==> src/rtl/vec_pkg.sv <==
// Shared fixed-point vector constants and the magnitude FSM state encoding.
// Combinational only; no handshake of its own.
package vec_pkg;
    localparam int VEC_W    = 24;
    localparam int VEC_FRAC = 12;
    localparam int VEC_INT  = VEC_W - 1 - VEC_FRAC;
    localparam logic [VEC_W-1:0] VEC_ONE = VEC_W'(1) << VEC_FRAC;

    typedef enum logic [1:0] {
        IDLE = 2'd0,
        SQ   = 2'd1,
        ITER = 2'd2,
        DONE = 2'd3
    } mag_state_t;
endpackage

==> src/rtl/vec_magnitude_if.sv <==
// Input vector and output magnitude handshakes for vec_magnitude.
// Valid/ready on both sides; the master drives vectors and consumes results.
interface vec_magnitude_if
    import vec_pkg::*;
#(
    parameter int W = VEC_W
);
    logic                in_valid;
    logic                in_ready;
    logic signed [W-1:0] x;
    logic signed [W-1:0] y;
    logic signed [W-1:0] z;
    logic                out_valid;
    logic                out_ready;
    logic [W-1:0]        mag;

    modport master (
        output in_valid, x, y, z, out_ready,
        input  in_ready, out_valid, mag
    );

    modport slave (
        input  in_valid, x, y, z, out_ready,
        output in_ready, out_valid, mag
    );
endinterface

==> src/rtl/isqrt_step.sv <==
// One restoring square-root step: consumes two radicand bits, yields one root bit.
// Purely combinational, no handshake.
module isqrt_step
    import vec_pkg::*;
#(
    parameter int W = VEC_W
) (
    input  logic [W-1:0] rem,
    input  logic [W-1:0] root,
    input  logic [1:0]   bits,
    output logic [W-1:0] rem_nxt,
    output logic [W-1:0] root_nxt
);
    logic [W+1:0] r;
    logic [W+1:0] t;
    logic         ge;

    assign r  = {rem, bits};
    assign t  = {root, 2'b01};
    assign ge = (r >= t);

    // Only the low W bits of the remainder are ever live before the final step.
    assign rem_nxt  = ge ? (r[W-1:0] - t[W-1:0]) : r[W-1:0];
    assign root_nxt = {root[W-2:0], ge};
endmodule

==> src/rtl/vec_magnitude.sv <==
// floor(sqrt(x^2+y^2+z^2)) of a signed fixed-point 3-vector, one root bit per clock.
// W+2 cycles per vector; one vector in flight, result held in DONE until out_ready.
module vec_magnitude
    import vec_pkg::*;
#(
    parameter int W = VEC_W
) (
    input  logic     clk,
    input  logic     rst,
    vec_magnitude_if.slave bus
);
    localparam int CNT_W = $clog2(W);

    mag_state_t          state;
    mag_state_t          state_nxt;
    logic signed [W-1:0] xr;
    logic signed [W-1:0] yr;
    logic signed [W-1:0] zr;
    logic [2*W-1:0]      rad;
    logic [W-1:0]        rem;
    logic [W-1:0]        root;
    logic [W-1:0]        rem_nxt;
    logic [W-1:0]        root_nxt;
    logic [CNT_W-1:0]    cnt;
    logic [W-1:0]        mag_q;
    logic                out_valid_q;
    logic                accept;
    logic                last;

    logic signed [2*W-1:0] xe;
    logic signed [2*W-1:0] ye;
    logic signed [2*W-1:0] ze;
    logic [2*W-1:0]        sum_sq;

    // Sign-extending first lets -2^(W-1) square to +2^(2W-2) without an abs step.
    assign xe     = {{W{xr[W-1]}}, xr};
    assign ye     = {{W{yr[W-1]}}, yr};
    assign ze     = {{W{zr[W-1]}}, zr};
    assign sum_sq = $unsigned(xe * xe) + $unsigned(ye * ye) + $unsigned(ze * ze);

    assign bus.in_ready  = !rst && ((state == IDLE) || (state == DONE && bus.out_ready));
    assign bus.out_valid = out_valid_q;
    assign bus.mag       = mag_q;
    assign accept        = bus.in_valid && bus.in_ready;
    assign last          = (state == ITER) && (cnt == CNT_W'(W - 1));

    isqrt_step #(.W(W)) u_step (
        .rem      (rem),
        .root     (root),
        .bits     (rad[2*W-1 -: 2]),
        .rem_nxt  (rem_nxt),
        .root_nxt (root_nxt)
    );

    always_ff @(posedge clk) begin
        if (rst) state <= IDLE;
        else     state <= state_nxt;
    end

    always_comb begin
        state_nxt = state;
        case (state)
            IDLE: if (accept) state_nxt = SQ;
            SQ:   state_nxt = ITER;
            ITER: if (last) state_nxt = DONE;
            DONE: begin
                if (accept)             state_nxt = SQ;
                else if (bus.out_ready) state_nxt = IDLE;
            end
            default: state_nxt = IDLE;
        endcase
    end

    always_ff @(posedge clk) begin
        if (rst) begin
            xr          <= '0;
            yr          <= '0;
            zr          <= '0;
            rad         <= '0;
            rem         <= '0;
            root        <= '0;
            cnt         <= '0;
            mag_q       <= '0;
            out_valid_q <= 1'b0;
        end else begin
            if (accept) begin
                xr <= bus.x;
                yr <= bus.y;
                zr <= bus.z;
            end
            case (state)
                SQ: begin
                    rad  <= sum_sq;
                    rem  <= '0;
                    root <= '0;
                    cnt  <= '0;
                end
                ITER: begin
                    rem  <= rem_nxt;
                    root <= root_nxt;
                    rad  <= rad << 2;
                    cnt  <= cnt + CNT_W'(1);
                    if (last) begin
                        mag_q       <= root_nxt;
                        out_valid_q <= 1'b1;
                    end
                end
                DONE: if (bus.out_ready) out_valid_q <= 1'b0;
                default: ;
            endcase
        end
    end
endmodule

==> src/flat_wrapper.sv <==
// flat-port wrapper written by rule: the top's interface ports become plain ports
module vec_magnitude_flat import vec_pkg::*;
#(
    parameter int W = VEC_W
)
  (clk, rst, bus_in_valid, bus_x, bus_y, bus_z, bus_out_ready, bus_in_ready, bus_out_valid, bus_mag);
  vec_magnitude_if #(.W(W)) bus_i ();
  input  logic clk;
  input  logic rst;
  input wire logic [$bits(bus_i.in_valid)-1:0] bus_in_valid;
  input wire logic [$bits(bus_i.x)-1:0] bus_x;
  input wire logic [$bits(bus_i.y)-1:0] bus_y;
  input wire logic [$bits(bus_i.z)-1:0] bus_z;
  input wire logic [$bits(bus_i.out_ready)-1:0] bus_out_ready;
  output wire logic [$bits(bus_i.in_ready)-1:0] bus_in_ready;
  output wire logic [$bits(bus_i.out_valid)-1:0] bus_out_valid;
  output wire logic [$bits(bus_i.mag)-1:0] bus_mag;
  assign bus_i.in_valid = bus_in_valid;
  assign bus_i.x = bus_x;
  assign bus_i.y = bus_y;
  assign bus_i.z = bus_z;
  assign bus_i.out_ready = bus_out_ready;
  assign bus_in_ready = bus_i.in_ready;
  assign bus_out_valid = bus_i.out_valid;
  assign bus_mag = bus_i.mag;
  vec_magnitude #(.W(W)) u_core (.clk(clk), .rst(rst), .bus(bus_i));
endmodule
==> config.mk <==
export PLATFORM = sky130hd
export DESIGN_NAME = vec_magnitude_flat
export DESIGN_NICKNAME = d
export VERILOG_FILES = /design/src/rtl/vec_pkg.sv /design/src/rtl/vec_magnitude_if.sv /design/src/rtl/isqrt_step.sv /design/src/rtl/vec_magnitude.sv /design/src/flat_wrapper.sv
export SDC_FILE = /design/constraint.sdc
export NUM_CORES = 2
export LEC_CHECK = 0
export CORE_MARGIN = 8
export CORE_UTILIZATION = 31
export DETAILED_ROUTE_END_ITERATION = 12
export HOLD_SLACK_MARGIN = 0.15
export PLACE_DENSITY = 0.56
export RECOVER_POWER = 100
export SYNTH_ARGS = -nofsm -noshare
export SYNTH_HDL_FRONTEND = slang
export SYNTH_SLANG_ARGS = --single-unit
==> constraint.sdc <==
create_clock -name clk -period 12.2 [get_ports clk]
set_input_delay 2.44 -clock clk [delete_from_list [all_inputs] [get_ports clk]]
set_output_delay 2.44 -clock clk [all_outputs]
set_load 0.01 [all_outputs]
Yosys cells after proc, flatten, opt, wreduce, memory -nomap -nowiden
Cells that the tools add are included.
{"block": "word_totals", "register_bits": 200, "out_inout_bits": 26, "wordCells": 51, "input_bits": 76}
{"block": "classes", "mul": 3, "order_cmp": 1, "n_eq_ne": 8, "n_addsub": 4, "n_reduce_logical": 12, "mux": 13}
{"cell": "$mul 24x24->48", "count": 3}
{"cell": "$add 48x48->48", "count": 2}
{"cell": "$pmux 24 s2", "count": 2}
{"cell": "$pmux 48 s2", "count": 1}
{"cell": "$ge 26x26->1", "count": 1}
{"cell": "$mux 24", "count": 1}
{"cell": "$sub 24x24->24", "count": 1}
{"cell": "$pmux 5 s2", "count": 1}
{"cell": "$mux 2", "count": 4}
{"cell": "$pmux 2 s4", "count": 1}
{"cell": "$reduce_and 3->1", "count": 2}
{"cell": "$add 5x1->5 const B", "count": 1}
{"cell": "$eq 5x5->1 const B", "count": 1}
{"cell": "$eq 2x2->1 const B", "count": 2}
{"cell": "$logic_and 1x1->1", "count": 4}
{"cell": "$ne 2x1->1 const B", "count": 2}
{"cell": "$reduce_bool 2->1", "count": 2}
{"cell": "$ne 3x2->1 const B", "count": 1}
{"cell": "$eq 2x1->1 const B", "count": 1}
{"cell": "$logic_not 2->1", "count": 1}
{"cell": "$mux 1", "count": 2}
{"cell": "$ne 2x2->1 const B", "count": 1}
{"cell": "$pmux 1 s2", "count": 1}
{"cell": "$reduce_and 2->1", "count": 1}
{"cell": "other kinds (2)", "count": 2}

Depth between registers and ports, before layout
{"block": "depth", "depth_word": 7, "ltp_mapped": 34, "depth_no_buf": 32}

By module
Synthesis repeated with hierarchy kept, for this count alone.
{"block": "hier_totals", "cells_unflattened": 7038, "area_unflattened_um2": 66746.5}
{"module": "vec_magnitude", "seq_area_each_um2": 4003.8, "area_each_um2": 64515.6, "instances": 1, "cells_per_inst": 6739}
{"module": "isqrt_step", "seq_area_each_um2": 0.0, "area_each_um2": 2230.9, "instances": 1, "cells_per_inst": 299}

Worst setup path after synthesis
Ideal clock, no wire load.
{"block": "synth_timing", "path_type": "register -> register", "start": "reg u_core.zr[23]", "end": "reg u_core.rad[47]", "required_time_ns": 12.069, "arrival_time_ns": 8.893, "n_path_buf": 2, "setup_time_ns": 0.131, "slack_ns": 3.176, "synth_period_minus_slack_ns": 9.024, "stages_incl_launch_ff": 29, "path_cell_list": "dfxtp_1 > clkbuf_1 > clkbuf_1 > nand2_1 > fa_1 > inv_1 > fa_1 > fa_1 > inv_1 > fa_1 > fa_1 > inv_1 > fa_1 > fa_1 > fa_1 > fa_1 > inv_1 > fa_1 > inv_1 > ha_1 > a21oi_1 > o21a_1 > nand4_1 > a221oi_2 > o2111ai_1 > o211a_2 > a221oi_2 > xnor2_1 > o22ai_1"}
{"block": "synth_between", "elab_chain_cells": 3}
{"item": "start: declaration", "line": "vec_magnitude.sv:18", "text": "logic signed [W-1:0] zr;"}
{"item": "start signal: assignment", "line": "vec_magnitude.sv:89", "text": "zr <= bus.z;"}
{"item": "$mul 24x24->48", "line": "vec_magnitude.sv:39", "text": "assign sum_sq = $unsigned(xe * xe) + $unsigned(ye * ye) + $unsigned(ze * ze);"}
{"item": "$add 48x48->48", "line": "vec_magnitude.sv:39"}
{"item": "$pmux 48 s2", "line": "vec_magnitude.sv:91", "text": "case (state)"}
{"item": "end signal: assignment", "line": "vec_magnitude.sv:93", "text": "rad <= sum_sq;"}
{"item": "end signal: assignment", "line": "vec_magnitude.sv:101", "text": "rad <= rad << 2;"}
{"item": "end: declaration", "line": "vec_magnitude.sv:19", "text": "logic [2*W-1:0] rad;"}
No other way between the ends.
A chain may end at the register's enable or synchronous reset.

Worst setup path in the final report
{"block": "layout_timing", "start": "reg u_core.xr[2]", "end": "reg u_core.rad[47]"}
{"block": "layout_between", "elab_chain_cells": 4}
{"item": "start: declaration", "line": "vec_magnitude.sv:16", "text": "logic signed [W-1:0] xr;"}
{"item": "start signal: assignment", "line": "vec_magnitude.sv:87", "text": "xr <= bus.x;"}
{"item": "$mul 24x24->48", "line": "vec_magnitude.sv:39"}
{"item": "$add 48x48->48 (2 in series)", "line": "vec_magnitude.sv:39"}
{"item": "$pmux 48 s2", "line": "vec_magnitude.sv:91"}
No other way between the ends.

==> results.json <==
{
  "die_w_um": 478,
  "wl_per_cell_um": 17.6,
  "ys_seq_area_share_pct": 6.05,
  "crit_path_max_fanout": 22,
  "grt_pass1_vias": 51000,
  "cp.arrival_ns": 11.05,
  "hold_path.class": "flop to flop",
  "initial_core_util_pct": 31.2,
  "synthesis.area_um2": 66200,
  "synth_edf_count": 0,
  "detail_route.first_pass.iterations": 5,
  "startpoint_type": "flop",
  "die_h_um": 478,
  "syn2layout_area_growth_pct": 7.17,
  "fmax_mhz": 94.3,
  "syn_nets": 9284,
  "worst_pin_slew_ns": 3.91,
  "root_buffer": "clkbuf_16",
  "via_per_inst": 4.48,
  "crit_path_max_incr_delay_ns": 0.95,
  "finalCritPeriodShare_pct": 87.0,
  "hold_buffers": 0,
  "setup_violations": 0,
  "clock_sinks": 200,
  "core_um2": 212000,
  "syn_inst": 6968,
  "max_slew_margin_pct": -160,
  "whs_path_depth": 2,
  "drive_gt1_share_pct": 1.93,
  "fillers": 21900,
  "hold_viol": 0,
  "path_class": "flop to flop",
  "crit_buf_inv": 6,
  "wl_mm": 172,
  "violations": "max-capacitance violations, max-slew violations",
  "stdcell_count": 9753,
  "cp_slowest_cell": "clkbuf_1",
  "yosys_warnings": 0,
  "io_pins": 102,
  "routed-wl-met2_mm": 91.8,
  "cp-end-kind": "flop",
  "ff_latch_area_um2": 4010,
  "postRouteAntennaNets": 0,
  "portBuffers": 101,
  "drt_iter0_drc": 2197,
  "layout_setup_ws_ns": 1.59,
  "drv_cap": 5,
  "diodes": 0,
  "nets": 9235,
  "vias": 43700,
  "grt_usage_pct": 15.8,
  "worstPathRequired_ns": 12.64,
  "async_flop_share_pct": 0,
  "die-area_um2": 228000,
  "maxSlewViolCount": 257,
  "crit_path_frequent_cell": "fa_1",
  "finalCriticalPeriod_ns": 10.61,
  "synth.distinct_cells": 72,
  "wirelength_met1_mm": 67.1,
  "cp_top_family": "adder cells",
  "synth-main-ff-cell": "dfxtp_1",
  "wl_met3_mm": 6.50,
  "placementRows": 169,
  "grt_max_degree": 82,
  "post_cts_resized": 0,
  "dp_hpwl_mm": 150,
  "ff2ff_path_depth": 28,
  "cp.depth": 28,
  "grt_pass1_wl_mm": 281,
  "overflow": 0,
  "tritoncts": "yes",
  "rsz0062_at_grt": "no",
  "dp.cells": 9721,
  "clock-skew-final_ns": 0.0272,
  "status": "complete, but fails checks",
  "multi_input_area_um2": 52700,
  "setup_tns_ns": 0,
  "clk_latency_ns": 0.56,
  "post-route-util_pct": 33.4,
  "htree_levels": 4,
  "clockBufferDepth": 2,
  "drcViolationCount": 0,
  "gp_congestion": 0.882,
  "antenna_found_initial": 10,
  "routed.top_layer": "met4",
  "synth_area_per_cell_um2": 9.49,
  "ys_ff_latch": 200,
  "place_ws_ns": 2.14,
  "numCtsBuffers": 17,
  "path_clk_slew_ns": 0.11,
  "postCtsSetupRepairBufs": 0
}
-- layout by cell type (no fill, tap or decap), types with 5 or more instances in the layout --
cell | Yosys | layout
inv_1 | 2242 | 2242
fa_1 | 1839 | 1839
nand2_1 | 759 | 759
ha_1 | 401 | 399
and2_1 | 274 | 272
dfxtp_1 | 200 | 197
nor2_1 | 153 | 153
a21oi_1 | 120 | 121
o21ai_0 | 99 | 108
nand2b_1 | 93 | 93
xnor2_1 | 91 | 91
clkdlybuf4s50_1 | 0 | 74
buf_4 | 2 | 73
nor2b_1 | 49 | 49
a21o_1 | 45 | 45
xor2_1 | 40 | 40
o31ai_1 | 39 | 39
nand3_1 | 37 | 38
mux2i_1 | 30 | 30
dlygate4sd3_1 | 0 | 26
nand4_1 | 20 | 20
o211ai_1 | 17 | 19
clkbuf_16 | 0 | 17
a31oi_1 | 16 | 16
a311oi_1 | 16 | 16
a211oi_1 | 11 | 11
or2_2 | 10 | 10
o21ai_1 | 18 | 10
o21bai_1 | 9 | 10
nor3_1 | 9 | 9
o21a_1 | 8 | 8
clkinv_1 | 6 | 6
clkbuf_1 | 219 | 6
and3_1 | 5 | 5
inv_8 | 0 | 5
-- per-stage QoR --
step	instance area (um^2)	hold slack (ns)
global route	70900	0.480
finish	70900	0.459
CTS	71000	0.464
global placement	70400	0.448
detailed placement	70400	0.451
floorplan	66200	0.429
-- area by class of cell --
| cell class | count | share of cell area [%] |
|---|---|---|
| multi-input combinational | 4273 | 74.4 |
| inverter | 2249 | 11.9 |
| sequential | 200 | 5.65 |
| tap | 2821 | 4.98 |
| timing repair buffer | 178 | 2.21 |
| clock buffer | 18 | 0.605 |
| clock inverter | 14 | 0.252 |
-- cell usage after synthesis (all sizes together) (6+ instances only) --
library cell,n,area [um^2]
o21a,8,60.1
nor3,9,45.0
mux2i,30,300
a21oi,122,618
a31oi,16,100
a311oi,16,140
buf,27,131
fa,1839,36800
xor2,40,350
o21ai,119,603
nand2b,93,582
clkinv,6,22.5
ha,401,5020
nor2b,49,307
xnor2,91,797
nand3,38,195
o31ai,39,293
a211oi,13,108
inv,2243,8420
nand4,20,125
o21bai,10,78.8
or2,10,62.6
a21o,45,338
dfxtp,200,4000
and2,274,1710
o211ai,19,153
nor2,153,574
clkbuf,219,822
nand2,759,2850
-- kinds of logic (layout without fill, tap and decap cells) --
group	after synthesis	after routing	synth area share [%]
buffers and inverters	2495	2459	14.2
adders and majority gates	2240	2240	63.2
and+or+nand+nor	1428	1428	10.0
xor gates and xnor gates	131	131	1.73
muxes	32	32	0.488
DFF	200	200	6.05
AOI/OAI and AO/OA	442	442	4.28
-- final timing paths --
check / from / endpoint / slack, ns
setup / recovery: u_core.xr[2] / u_core.rad[47] / 1.59
hold / removal: u_core.bus.mag[2] / u_core.bus.mag[2] / 0.46
setup reg to reg: u_core.xr[2] / u_core.rad[47] / 1.59
hold reg to reg: u_core.bus.mag[2] / u_core.bus.mag[2] / 0.46
-- worst min-delay path: cells and delay by family (launching register included) --
kind | cells | cell delay (ns)
flops | 1 | 0.32
compound gates | 1 | 0.05
simple gates | 1 | 0.05
-- sequential cells by signal, summed over array words and instances (netlist names) --
name and cells:
u_core.bus.mag 24, u_core.bus.out_valid 1, u_core.cnt 5, u_core.rad 48
u_core.rem 24, u_core.root 24, u_core.state 2, u_core.xr 24
u_core.yr 24, u_core.zr 24
-- metal layers --
layer,up-vias,global-route usage [%]
met5,-,0
met4,0,5.19
met3,244,1.82
met2,863,29.5
met1,23000,18.7
li1,19600,-
Power is not shown: default switching activity piles up to over one toggle a cycle in this logic, so the estimate is an artifact.
